`src/rtl/nebula_pkg.sv`:
```
// nebula_pkg: constants, types and helper functions shared by the Nebula
// fabric buffering blocks.
package nebula_pkg;

    localparam int NEBULA_FIFO_DEPTH_DEFAULT = 8;
    localparam int NEBULA_DATA_WIDTH_DEFAULT = 32;

    // The accepted operations in one cycle, encoded as {write, read}.
    typedef enum logic [1:0] {
        FIFO_OP_NONE  = 2'b00,
        FIFO_OP_READ  = 2'b01,
        FIFO_OP_WRITE = 2'b10,
        FIFO_OP_BOTH  = 2'b11
    } fifo_op_t;

    // Status flags, all decoded from the registered occupancy.
    typedef struct packed {
        logic full;
        logic almost_full;
        logic empty;
        logic almost_empty;
    } fifo_flags_t;

    // Width of an occupancy counter that must hold 0..depth inclusive.
    function automatic int fifo_cnt_w(input int depth);
        return $clog2(depth + 1);
    endfunction

    // Width of a pointer that indexes 0..depth-1 (at least one bit).
    function automatic int fifo_ptr_w(input int depth);
        return (depth > 1) ? $clog2(depth) : 1;
    endfunction

endpackage : nebula_pkg

```
`src/rtl/nebula_fifo_mem.sv`:
```
// nebula_fifo_mem: DEPTH x DATA_WIDTH register array with one synchronous
// write port and one asynchronous (combinational) read port.
module nebula_fifo_mem
    import nebula_pkg::*;
#(
    parameter int DATA_WIDTH = NEBULA_DATA_WIDTH_DEFAULT,
    parameter int DEPTH      = NEBULA_FIFO_DEPTH_DEFAULT
) (
    input  logic                         clk,
    input  logic                         wr_en,
    input  logic [fifo_ptr_w(DEPTH)-1:0] wr_addr,
    input  logic [DATA_WIDTH-1:0]        wr_data,
    input  logic [fifo_ptr_w(DEPTH)-1:0] rd_addr,
    output logic [DATA_WIDTH-1:0]        rd_data
);

    logic [DATA_WIDTH-1:0] mem_q [DEPTH];

    // Store the incoming word at the write address on an enabled edge.
    // NOTE: the array has no reset; contents are only meaningful once written,
    // and leaving it unreset lets it map onto plain flops or LUT RAM.
    always_ff @(posedge clk) begin
        if (wr_en) begin
            // NOTE: non-blocking assignment so every clocked block samples
            // pre-edge values regardless of evaluation order.
            mem_q[wr_addr] <= wr_data;
        end
    end

    assign rd_data = mem_q[rd_addr];

endmodule : nebula_fifo_mem

```
`src/rtl/nebula_sync_fifo.sv`:
```
// nebula_sync_fifo: single-clock show-ahead FIFO with occupancy count and
// programmable almost-full / almost-empty flags. Writes when full and reads
// when empty are dropped. Reset is synchronous, active-low.
// Optional: define NEBULA_FIFO_ASSERTIONS_EN to compile simulation-only
// protocol/consistency assertions.
module nebula_sync_fifo
    import nebula_pkg::*;
#(
    parameter int DATA_WIDTH          = NEBULA_DATA_WIDTH_DEFAULT,
    parameter int DEPTH               = NEBULA_FIFO_DEPTH_DEFAULT,
    parameter int ALMOST_FULL_THRESH  = DEPTH - 2,
    parameter int ALMOST_EMPTY_THRESH = 2
) (
    input  logic                         clk,
    input  logic                         rst_n,
    input  logic                         wr_en,
    input  logic [DATA_WIDTH-1:0]        wr_data,
    output logic                         full,
    output logic                         almost_full,
    input  logic                         rd_en,
    output logic [DATA_WIDTH-1:0]        rd_data,
    output logic                         empty,
    output logic                         almost_empty,
    output logic [fifo_cnt_w(DEPTH)-1:0] count
);

    localparam int CNT_W = fifo_cnt_w(DEPTH);
    localparam int PTR_W = fifo_ptr_w(DEPTH);

    localparam logic [PTR_W-1:0] PTR_LAST = PTR_W'(DEPTH - 1);
    localparam logic [CNT_W-1:0] CNT_FULL = CNT_W'(DEPTH);

    // Advance a pointer, wrapping from the last entry back to zero so that
    // non-power-of-two depths work.
    function automatic logic [PTR_W-1:0] ptr_inc(input logic [PTR_W-1:0] ptr);
        return (ptr == PTR_LAST) ? '0 : ptr + 1'b1;
    endfunction

    logic [PTR_W-1:0] wr_ptr_q, wr_ptr_d;
    logic [PTR_W-1:0] rd_ptr_q, rd_ptr_d;
    logic [CNT_W-1:0] count_q, count_d;

    logic             wr_acc;
    logic             rd_acc;
    fifo_op_t         op;
    fifo_flags_t      flags;
    logic [DATA_WIDTH-1:0] mem_rd_data;

    // Flag decode from the registered count only, so flags never disagree
    // with count in the same cycle.
    always_comb begin
        flags              = '0;
        flags.empty        = (count_q == '0);
        flags.full         = (count_q == CNT_FULL);
        flags.almost_full  = (int'(count_q) >= ALMOST_FULL_THRESH);
        flags.almost_empty = (int'(count_q) <= ALMOST_EMPTY_THRESH);
    end

    // Accept decisions and next-state for pointers and count.
    always_comb begin
        // NOTE: every variable gets a default first so no path leaves it
        // unassigned, which would otherwise infer a latch.
        wr_ptr_d = wr_ptr_q;
        rd_ptr_d = rd_ptr_q;
        count_d  = count_q;

        // A full FIFO refuses writes even when a read frees a slot this
        // cycle; an empty FIFO refuses reads even with a write arriving.
        wr_acc = wr_en && !flags.full;
        rd_acc = rd_en && !flags.empty;
        op     = fifo_op_t'({wr_acc, rd_acc});

        if (wr_acc) begin
            wr_ptr_d = ptr_inc(wr_ptr_q);
        end
        if (rd_acc) begin
            rd_ptr_d = ptr_inc(rd_ptr_q);
        end

        case (op)
            FIFO_OP_WRITE: count_d = count_q + 1'b1;
            FIFO_OP_READ:  count_d = count_q - 1'b1;
            default:       count_d = count_q;
        endcase
    end

    // Pointer and occupancy registers; synchronous reset wins over any request.
    always_ff @(posedge clk) begin
        if (!rst_n) begin
            wr_ptr_q <= '0;
            rd_ptr_q <= '0;
            count_q  <= '0;
        end else begin
            wr_ptr_q <= wr_ptr_d;
            rd_ptr_q <= rd_ptr_d;
            count_q  <= count_d;
        end
    end

    // Writes are suppressed in a reset cycle so reset aborts them cleanly.
    nebula_fifo_mem #(
        .DATA_WIDTH (DATA_WIDTH),
        .DEPTH      (DEPTH)
    ) u_mem (
        .clk     (clk),
        .wr_en   (wr_acc && rst_n),
        .wr_addr (wr_ptr_q),
        .wr_data (wr_data),
        .rd_addr (rd_ptr_q),
        .rd_data (mem_rd_data)
    );

    // Show-ahead head word; forced to zero while empty so stale storage never
    // leaks out.
    assign rd_data      = flags.empty ? '0 : mem_rd_data;
    assign full         = flags.full;
    assign almost_full  = flags.almost_full;
    assign empty        = flags.empty;
    assign almost_empty = flags.almost_empty;
    assign count        = count_q;

`ifdef NEBULA_FIFO_ASSERTIONS_EN
    // Protocol and internal-consistency checks, sampled on each active edge.
    always @(posedge clk) begin
        if (rst_n) begin
            assert (!(wr_en && full))
                else $error("nebula_sync_fifo: write attempted while full at %0t", $time);
            assert (!(rd_en && empty))
                else $error("nebula_sync_fifo: read attempted while empty at %0t", $time);
            assert (count_q <= CNT_FULL)
                else $error("nebula_sync_fifo: count exceeds depth at %0t", $time);
            assert (empty == (count_q == '0))
                else $error("nebula_sync_fifo: empty inconsistent with count at %0t", $time);
            assert (full == (count_q == CNT_FULL))
                else $error("nebula_sync_fifo: full inconsistent with count at %0t", $time);
        end
    end
`else
    // Assertions not compiled; behaviour is identical.
`endif

endmodule : nebula_sync_fifo

```
`config.mk`:
```
export PLATFORM = sky130hd
export DESIGN_NAME = nebula_sync_fifo
export DESIGN_NICKNAME = d
export VERILOG_FILES = /design/src/rtl/nebula_pkg.sv /design/src/rtl/nebula_fifo_mem.sv /design/src/rtl/nebula_sync_fifo.sv
export SDC_FILE = /design/constraint.sdc
export NUM_CORES = 1
export LEC_CHECK = 0
export CAP_MARGIN = 40
export CORE_MARGIN = 5
export CORE_UTILIZATION = 25
export CTS_BUF_LIST = sky130_fd_sc_hd__clkbuf_4 sky130_fd_sc_hd__clkbuf_8 sky130_fd_sc_hd__clkbuf_16
export DETAILED_ROUTE_END_ITERATION = 8
export GPL_TIMING_DRIVEN = 0
export SETUP_SLACK_MARGIN = 0.1
export SLEW_MARGIN = 20
export SYNTH_ARGS = -nofsm -noshare
export SYNTH_HDL_FRONTEND = slang
export SYNTH_SLANG_ARGS = --single-unit
```
`constraint.sdc`:
```
create_clock -name clk -period 3.7 [get_ports clk]
set_clock_uncertainty 0.2 [all_clocks]
set_input_delay 0.74 -clock clk [delete_from_list [all_inputs] [get_ports clk]]
set_output_delay 0.74 -clock clk [all_outputs]
set_load 0.1 [all_outputs]
```
After elaboration in Yosys (flattened, before gate mapping)
Memories as Yosys holds them, arrays and structs flattened. A register that Yosys moved wholly into a read port is not among the register bits. Cells that the tools add are included.

ROM bits: 0. Memories: 1. Bits in latches: 0. Input bits: 36. Bits in writable memories: 256. Flip-flop bits (word level): 10. Output and inout port bits: 40. Logic and storage cells: 30.

Shift operators: 0. Reduce and logical (&&, ||, !) cells: 7. Multipliers: 0. Divide/modulo/power cells: 0. Equality and inequality tests: 5. $add $sub $neg: 4. Muxes and demuxes: 8. Bitwise gates (word level): 0. Order comparisons: 2.

Memories: u_mem.mem_q (words 8, width 32, rd ports 1, clocked after memory_dff 1, write ports 1, line nebula_fifo_mem.sv:17) `logic [DATA_WIDTH-1:0] mem_q [DEPTH];`.

Operator list (count): 2-to-1 mux 32 bit (1); 2-to-1 mux 3 bit (4); case mux 4 bit (2 select lines) (1); adder 3 x 1 -> 3 bit (second input constant) (2); equality test 3 bit (second input constant) (2); adder 4 x 1 -> 4 bit (second input constant) (1); equality test 4 bit (second input constant) (1); >= comparator 4 x 3 -> 1 bit (second input constant) (1); less-or-equal comparator 4 x 2 -> 1 bit (second input constant) (1); logical NOT 4 bit (1); subtractor 4 x 1 -> 4 bit (second input constant) (1); logical AND 1 bit (3); equality test 2 x 1 -> 1 bit (second input constant) (1); equality test 2 bit (second input constant) (1); logical NOT 1 bit (2); 2-to-1 mux 1 bit (2); nonzero test 2 bit (1).

Longest topological paths before layout
Gate-level depths: netlist of run 1.

Depth after elaboration: 6. Mapped depth: 10. Gate-level depth less buffers: 9.

By module
A second synthesis of run 1 with hierarchy kept.

Cell total of the unflattened synthesis: 481. Area total of the unflattened synthesis: 10620.2 um2.

Modules (own cells, without submodules): nebula_fifo_mem (cells each 383, instances 1, area an instance 9825.7 um2, sequential area each 7687.4 um2); nebula_sync_fifo (cells each 98, instances 1, area an instance 794.5 um2, sequential area each 200.2 um2).

Worst setup path after synthesis of run 1
Ideal clock, no wire load.

Path kind: register to register. From: register count_q[1], in the netlist count[1]. To: memory u_mem.mem_q[2][0] (netlist bit) (enable). Data arrival time: 4299 ps. Period minus slack after synthesis: 4960 ps. Cell stages (with the launch flop): 4. Library setup time: 461 ps. Data required time: 3039 ps. Path buffers: 0. Setup slack: -1260 ps. Cells stage by stage: dfxtp_1 -> nor4b_2 -> nand4b_1 -> nor3_1.

Cells in the longest elaborated chain, start to end: 6.

RTL lines: from (decl) (line nebula_sync_fifo.sv:41) `logic [CNT_W-1:0] count_q, count_d;`; from (signal assigned) (line nebula_sync_fifo.sv:96) `count_q <= count_d;`; equality test 4 bit (line nebula_sync_fifo.sv:54) `flags.full = (count_q == CNT_FULL);`; named net full (line nebula_sync_fifo.sv:18) `output logic full,`; logical NOT 1 bit (line nebula_sync_fifo.sv:69) `wr_acc = wr_en && !flags.full;`; logical AND 1 bit (line nebula_sync_fifo.sv:69); logical AND 1 bit (line nebula_sync_fifo.sv:106) `.wr_en (wr_acc && rst_n),`; 2-to-1 mux 1 bit (line nebula_fifo_mem.sv:23) `if (wr_en) begin`; 2-to-1 mux 1 bit (not written as such) (line nebula_fifo_mem.sv:26) `mem_q[wr_addr] <= wr_data;`; to (decl) (line nebula_fifo_mem.sv:17).

The timed path passes the listed nets, and every way through them passes these cells.

==> results of run 1 <==
[cells in the final DEF (no fill, tap or decap), drive strengths merged, types with 2 or more instances in the layout]
master         Yosys  routed
nor3               2       2
clkbuf            11      44
o21ai              2       2
bufinv             0       2
a21o               2       2
or3b               2       2
dlygate4sd2        0      14
nor2              40      40
inv                4       5
ha                 7       7
clkinv             0      16
nor2b              3       3
or3                2       2
mux2i             37      37
mux4              64      64
edfxtp           256     256
nand2b             5       5
dfxtp             13      13
buf               13      79
and2               3       3
nand2              7       7
clkdlybuf4s50      0      49
a21boi             3       3
[per-stage QoR]
stage                     worst slack, ns  instances  cell area, µm²  utilization (%)  TNS [ns]
final                               0.117       1199           14000             34.1         0
after global routing               0.0209       1198           14000             34.1         0
after CTS                         -0.0394       1198           13900             33.9    -0.104
after detailed placement            0.125       1144           12800             31.3         0
after global placement              -1.65       1091           11900             29.0   -335.23
after floorplan                    -0.181        484           10500                -    -14.42
[cell type report]
type                       count  area (µm²)
antenna                        1        2.50
fill                        3827       27000
sequential                   269        7960
inverter                       4        15.0
multi-input combinational    187        2450
clock buffer                  31         723
tap                          532         666
buffer                        24         300
clock inverter                19         150
timing repair buffer         132        1720
[path summary, 6_finish.rpt]
check | start | end | slack, ns | cells after the start
worst min-delay path | rd_ptr_q[1]$_SDFFE_PN0N_ | rd_ptr_q[1]$_SDFFE_PN0N_ | 0.29 | 2
worst max register to register | count[1]$_SDFFE_PN0P_ | count[3]$_SDFFE_PN0P_ | 0.93 | 11
worst max-delay path | flip-flop | rd_data[17] | 0.12 | 7
worst min register to register | rd_ptr_q[1]$_SDFFE_PN0N_ | rd_ptr_q[1]$_SDFFE_PN0N_ | 0.29 | 2
[flip-flops by register name (all words and copies together), names as in the netlist, named ones only]
register	flops
wr_ptr_q	3
u_mem.mem_q	256
count	4
rd_ptr_q	3
[kinds of logic after synthesis]
group | count (synthesis)
DFF | 269
buffers and inverters | 28
xor gates and xnor gates | 2
and+or+nand+nor | 67
muxes | 101
AOI/OAI and AO/OA | 9
adders and majority gates | 8
[worst register-to-register path: stages (launching register included)]
cell,delay (ns)
dfxtp_2,0.38
nor4_4,0.29
buf_4,0.19
buf_4,0.13
nand2b_2,0.19
inv_2,0.04
ha_1,0.22
ha_1,0.29
a21o_1,0.17
a21oi_1,0.17
mux2i_1,0.23
mux2i_1,0.20
[power by group through the flow]
| stage | sequential (µW) | clock (µW) | combinational [µW] |
|---|---|---|---|
| 3_3_place_gp | 3570 | 0 | 4360 |
| 6_report | 3520 | 2680 | 5480 |
| 2_1_floorplan | 3690 | 0 | 3170 |
| 4_1_cts | 3510 | 2750 | 5550 |
| 3_5_place_dp | 3570 | 0 | 5350 |
| 5_1_grt | 3530 | 2880 | 5740 |
[what timing repair did]
item,CTS,global route
pin swaps,1,0
resized for setup,65,16
cloned,1,1
setup endpoints to repair,33,16
setup buffers,5,9
[layer usage]
| layer | vias up | part of all wire (%) |
|---|---|---|
| li1 | 2302 | - |
| met1 | 2618 | 44 |
| met2 | 98 | 49 |
| met3 | 35 | 4.4 |
| met4 | 2 | 1.8 |
| met5 | - | 0.057 |
==> results by group, run 1 <==
Yosys
  • Yosys top cell area share: 73.7%
  • Largest family of logic cells by synthesized area: multiplexers
  • Complex-gate fraction of the synthesized area: less than 1%
  • Asr flop ratio synth: 0%
  • Cells after Synth: 484
  • Synth warn: 0
  • Post-synth EDFFs: about 260
  • Synth top cells by count: 256 x edfxtp_1, 64 x mux4_2, 40 x nor2_1, 37 x mux2i_1, 13 x dfxtp_1
  • Simple-gate portion of the synthesized area: 3.26%
  • Most frequent cell after synthesis: edfxtp_1
  • Synthesis-stage register bit count: 269
  • Mux share of post-synthesis cell area: 17.4%
  • Sequential area share after synthesis: around three quarters
  • Most area-consuming cells after synthesis: edfxtp_1 74%, mux4_2 14%, mux2i_1 3.6%
  • Mapped cell area: ~10,000 µm²
  • Post-Synth Adder-Cell Area: 1.03%
  • Post-synth top area cell: edfxtp_1
  • Post-Syn Nets: 528
  • Synth cell types: 33
  • XOR/XNOR Fraction of Synth Area: 0.168%
  • Avg Cell Area, Syn: ~22 µm²
  • Prevailing post-synth register cell: edfxtp_1

STA
  • Slew Viols, Final: 0
  • RSZ-0062 raised after global routing: yes
  • Final setup viols: 0
  • Worst-Margin Slew: 0.727 ns
  • Crit share post-route: 96.8%
  • Final hold violation count: 0
  • Crit path time final: 3.58 ns
  • Hold WS: 0.291 ns
  • Slew margin rel.: 51.4%
  • Max Clk Rate: 279 MHz

Final layout
  • Area grow syn2layout: 34.1%
  • Share of layout cells above drive strength 1: 34.4%
  • NumNets Final: 690

Power and ir drop
  • Internal: 7130 µW
  • Total Power: 11,700 µW
  • Clock power share: 22.9%
  • Psw: 4550 µW
  • Flop pwr share: 30.1%
  • Worst VDD drop: roughly 0.53 mV
  • PwrDens: 835 nW/µm²
  • Sw Ratio: 39.0%
  • Combinational power share: 46.9%
  • Leak: 0.00452 µW

GRT
  • First-pass GRT wire length: around 35 mm
  • Met3 Usage GRT: 1.84%
  • GR Util met1: 13.3%
  • Met2 global-route usage: 16.2%
  • Most Used Layer, Global Route: met2
  • Global route overflow: 0
  • Number of global-route vias before repair: 5,425
  • Initial antenna violation count: 2
  • GR Util All Layers: roughly a tenth
  • Largest net degree at the start of global routing: 19

Drt
  • Iteration-0 DRC Markers: 263
  • Remaining DRCs: 0
  • Drt wl/cell: 18.9 µm
  • Vias: 5,055
  • Routed WL: 22.6 mm
  • Drt pass-1 iters: 4
  • Vias/cell: 4.22
  • Final antenna-violating net count: 0

Clocking
  • Sink Count: 269
  • Clock latency on the worst-skew pair: 0.53 ns
  • Hold-fix buffers, CTS: 0
  • CTS Buf Count: 28
  • TritonCTS clock tree: done
  • Clock Root Buffer: clkbuf_16
  • H-Tree Depth: 1
  • CTS clk-pin slew, worst paths: roughly 0.060 ns
  • Clk buf depth: 3

Placement
  • Port buffer count: 75
  • Post-DP HPWL: 14.7 mm
  • GPL Wtd Cong: 0.678

Status
  • Status: complete, no violations

Die
  • Die Area: around 46,000 µm²
  • Row cnt: 74
  • Die X: 214 µm
  • Die H: 214 µm
  • Starting density of the core: around 25%
  • Core area: approximately 41,000 µm²
  • Io pins: 76

Worst setup path
  • WS Path Type: flip-flop to output pin
  • Crit path largest cell delay: 0.51 ns
  • Top delay family on crit path: buffers and inverters
  • Cell Chain, Critical Path: buf_12 > buf_12 > mux4_2 > mux2i_2 > nor2_1 > clkdlybuf4s50_1 > buf_8
  • CP required: 2.76 ns
  • Worst setup EP type: output pin
  • CP arrival: ~2.6 ns
  • CP Buf/Inv Count: 4
  • Top cell by count, worst path: buf_12
  • CP startpoint kind: flip-flop
  • CP max FO: 10
  • CP max-delay cell: mux4_2

Hold path
  • Worst hold path type: flip-flop to flip-flop

Job
  • Max-cap viol count: 0
Note: power is estimated with default switching activity, not from simulation.
==> inputs of run 2 (changes only) <==
--- a/config.mk
+++ b/config.mk
@@ -5,11 +5,14 @@
 export SDC_FILE = /design/constraint.sdc
 export NUM_CORES = 1
 export LEC_CHECK = 0
+export ABC_AREA = 0
 export CAP_MARGIN = 40
 export CORE_MARGIN = 5
 export CORE_UTILIZATION = 25
 export CTS_BUF_LIST = sky130_fd_sc_hd__clkbuf_4 sky130_fd_sc_hd__clkbuf_8 sky130_fd_sc_hd__clkbuf_16
+export CTS_CLUSTER_SIZE = 24
 export DETAILED_ROUTE_END_ITERATION = 8
+export GPL_ROUTABILITY_DRIVEN = 0
 export GPL_TIMING_DRIVEN = 0
 export SETUP_SLACK_MARGIN = 0.1
 export SLEW_MARGIN = 20
==> results of run 2 <==
Final layout, timing and power as in run 1 (identical DEF).
==> inputs of run 3 (changes only) <==
--- a/config.mk
+++ b/config.mk
@@ -7,6 +7,7 @@
 export LEC_CHECK = 0
 export ABC_AREA = 0
 export CAP_MARGIN = 40
+export CORE_ASPECT_RATIO = 1.25
 export CORE_MARGIN = 5
 export CORE_UTILIZATION = 25
 export CTS_BUF_LIST = sky130_fd_sc_hd__clkbuf_4 sky130_fd_sc_hd__clkbuf_8 sky130_fd_sc_hd__clkbuf_16
==> run 3 against run 2 <==
Net effect:
- die area about the same
- final area rose by 1.6%
- worst setup slack gained 0.094 ns
- largest power group unchanged
- sequential share of layout area decreased by 0.89 points
==> results by group, run 3 (synthesis gave the netlist of run 1 again) <==
Status
  • Status: complete, no violations (unchanged)

STA
  • Crit share post-route: 94.3% (was 96.8%)
  • Crit path time final: 3.49 ns (was 3.58 ns)
  • RSZ-0062 raised after global routing: no (was yes)
  • Slew margin rel.: 51.1% (was 51.4%)
  • Max Clk Rate: 287 MHz (was 279 MHz)
  • Setup TNS Final: 0 ns (unchanged)
  • Worst-Margin Slew: 0.731 ns (was 0.727 ns)
  • Final hold violation count: 0 (unchanged)
  • Slew Viols, Final: 0 (unchanged)
  • Final setup viols: 0 (unchanged)
  • Hold WS: 0.274 ns (was 0.291 ns)

Drt
  • Routed WL: 23.0 mm (was 22.6 mm)
  • Final antenna-violating net count: 0 (unchanged)
  • Vias: 5,100 (was 5,055)
  • Iteration-0 DRC Markers: 237 (was 263)
  • Remaining DRCs: 0 (unchanged)
  • Drt pass-1 iters: 4 (unchanged)
  • Vias/cell: 4.16 (was 4.22)
  • Drt wl/cell: 18.8 µm (was 18.9 µm)

Clocking
  • TritonCTS clock tree: done (unchanged)
  • Clock Root Buffer: clkbuf_16 (unchanged)
  • Sink Count: 269 (unchanged)
  • Clock latency on the worst-skew pair: 0.52 ns (was 0.53 ns)
  • Clk buf depth: 3 (unchanged)
  • CTS clk-pin slew, worst paths: 0.06 ns (about the same)
  • CTS Buf Count: 25 (was 28)
  • H-Tree Depth: 1 (unchanged)
  • Hold-fix buffers, CTS: 0 (unchanged)

Worst setup path
  • CP max FO: 6 (was 10)
  • Worst setup EP type: output pin (unchanged)
  • WS Path Type: flip-flop to output pin (unchanged)
  • CP arrival: 2.55 ns (was 2.64 ns)
  • Reg2reg end: count[3]$_SDFFE_PN0P_ (unchanged)
  • Worst reg-to-reg setup slack: 0.91 ns (was 0.93 ns)
  • R2R cell count: 11 (unchanged)
  • CP required: 2.76 ns (about the same)
  • CP startpoint kind: flip-flop (unchanged)
  • Worst reg2reg startpoint: count[1]$_SDFFE_PN0P_ (unchanged)

Power and ir drop
  • Psw: 4540 µW (was 4550 µW)
  • Leak: 0.00461 µW (was 0.00452 µW)
  • Clock power share: 20.4% (was 22.9%)
  • Combinational power share: 49.5% (was 46.9%)
  • PwrDens: 823 nW/µm² (was 835 nW/µm²)
  • Sw Ratio: 38.8% (was 39.0%)
  • Flop pwr share: 30.1% (about the same)
  • Internal: 7150 µW (was 7130 µW)
  • Worst VDD drop: 0.816 mV (was 0.534 mV)

Final layout
  • Most common cell after layout, fill and taps aside: edfxtp_1 (unchanged)
  • Final std cells w/o fill: 1,225 (was 1,199)
  • Multi-input logic area: 2480 µm² (was 2450 µm²)
  • # diodes: 0 (was 1)
  • Share of layout cells above drive strength 1: 35.5% (was 34.4%)
  • Register Area: 7960 µm² (unchanged)
  • Design Area, Final: 14,200 µm² (was 14,000 µm²)
  • Area grow syn2layout: 36.2% (was 34.1%)
  • Filler instances: 3,873 (was 3,827)
  • Commonest cells after routing, fill and taps aside: 256 x edfxtp_1, 64 x mux4_2, 46 x clkdlybuf4s50_1 (was 256 x edfxtp_1, 64 x mux4_2, 49 x clkdlybuf4s50_1)
  • Largest register by flop count: u_mem.mem_q (unchanged)
  • Final Util: 34.5% (was 34.1%)
  • Largest register FFs: 256 (unchanged)
  • NumNets Final: 701 (was 690)

Die
  • Row cnt: 83 (was 74)
  • Io pins: 76 (unchanged)
  • Die Area: 45,900 µm² (about the same)
  • Die H: 238 µm (was 214 µm)
  • Die X: 193 µm (was 214 µm)
  • Core area: 41,100 µm² (was 41,000 µm²)
  • Starting density of the core: 25.4% (about the same)

GRT
  • Largest net degree at the start of global routing: 19 (unchanged)
  • First-pass GRT wire length: 35.2 mm (was 34.6 mm)
  • Global route overflow: 0 (unchanged)
  • Number of global-route vias before repair: 5,552 (was 5,425)
  • Initial antenna violation count: 3 (was 2)
  • GR Util All Layers: 10.1% (was 9.69%)

Placement
  • Dpl cells: 1,167 (was 1,144)
  • Post-DP HPWL: 15.0 mm (was 14.7 mm)
  • Placed Area: 13,100 µm² (was 12,800 µm²)
  • Port buffer count: 75 (unchanged)

Job
  • Max-cap viol count: 0 (unchanged)

Hold path
  • Worst Hold Launch: rd_ptr_q[1]$_SDFFE_PN0N_ (unchanged)
  • Hold Path Cell Cnt: 2 (unchanged)
  • Worst hold path type: flip-flop to flip-flop (unchanged)
-- run 3: changes by cell type in the layout (fill, tap and decap cells not counted), moves of 2 or more --
cell             before  now
clkdlybuf4s50_1      49   46
mux2i_4               0    3
buf_4                16   28
clkbuf_16            29   26
dlygate4sd2_1        14   16
buf_8                33   26
mux2i_2               6    4
buf_16                7   24
buf_12               20   15
clkinv_2              7    4
-- run 3: stage by stage --
step / setup WS (ns) / total power, µW
detailed placement: 0.0713 / 9230
CTS: 0.0304 / 11700
global placement: -1.77 / 7930
floorplan: -0.181 / 6860
global route: 0.105 / 12200
finish: 0.211 / 11700
-- run 3: critical path, stage by stage, from the launching register on --
cell and delay, ns:
dfxtp_4 0.38, buf_12 0.15, buf_12 0.13, mux4_2 0.49, mux2i_1 0.17, nor2_1 0.06
clkdlybuf4s50_1 0.46, buf_8 0.19
-- run 3: layer usage --
metal	vias to the layer above	global-route usage (%)	part of all wire, %
li1	2316	-	-
met1	2665	12.5	41
met2	83	18.1	53
met3	30	1.95	4.1
met4	6	2.59	1.7
met5	-	0	0.13
-- run 3: final cells by class --
type / instances / share of cell area (%)
Sequential cell: 269 / 56.0
Multi-Input combinational cell: 187 / 17.4
Timing Repair Buffer: 146 / 14.2
Tap cell: 552 / 4.86
Clock buffer: 29 / 4.62
Buffer: 24 / 2.07
Clock inverter: 14 / 0.652
Inverter: 4 / 0.106
-- run 3: power by group through the flow --
stage                     Clock [µW]  Sequential [µW]  Combinational, µW
after global placement             0             3570               4360
after CTS                       2470             3510               5770
final                           2380             3510               5790
after floorplan                    0             3690               3170
after global routing            2580             3530               6070
after detailed placement           0             3570               5660
-- run 3: worst max-delay path by stage --
stage / from / endpoint / slack (ns) / depth (start not counted)
6_report: flip-flop / rd_data[29] / 0.21 / 7
5_1_grt: count[1]$_SDFFE_PN0P_ / empty / 0.10 / 5
4_1_cts: flip-flop / rd_data[11] / 0.03 / 7
3_5_place_dp: flip-flop / rd_data[3] / 0.07 / 7
3_3_place_gp: wr_en / u_mem.mem_q[1][10]$_DFFE_PP_ / -1.77 / 5
2_1_floorplan: count[0]$_SDFFE_PN0P_ / u_mem.mem_q[1][0]$_DFFE_PP_ / -0.18 / 6
-- run 3: repair_timing --
item / 4_1_cts / 5_1_grt
pin swaps: 1 / 0
endpoints found under the setup margin: 33 / 8
gates cloned: 0 / 1
gates resized for setup: 77 / 3
endpoints found under the hold margin: 0 / 0
buffers inserted: 8 / 19
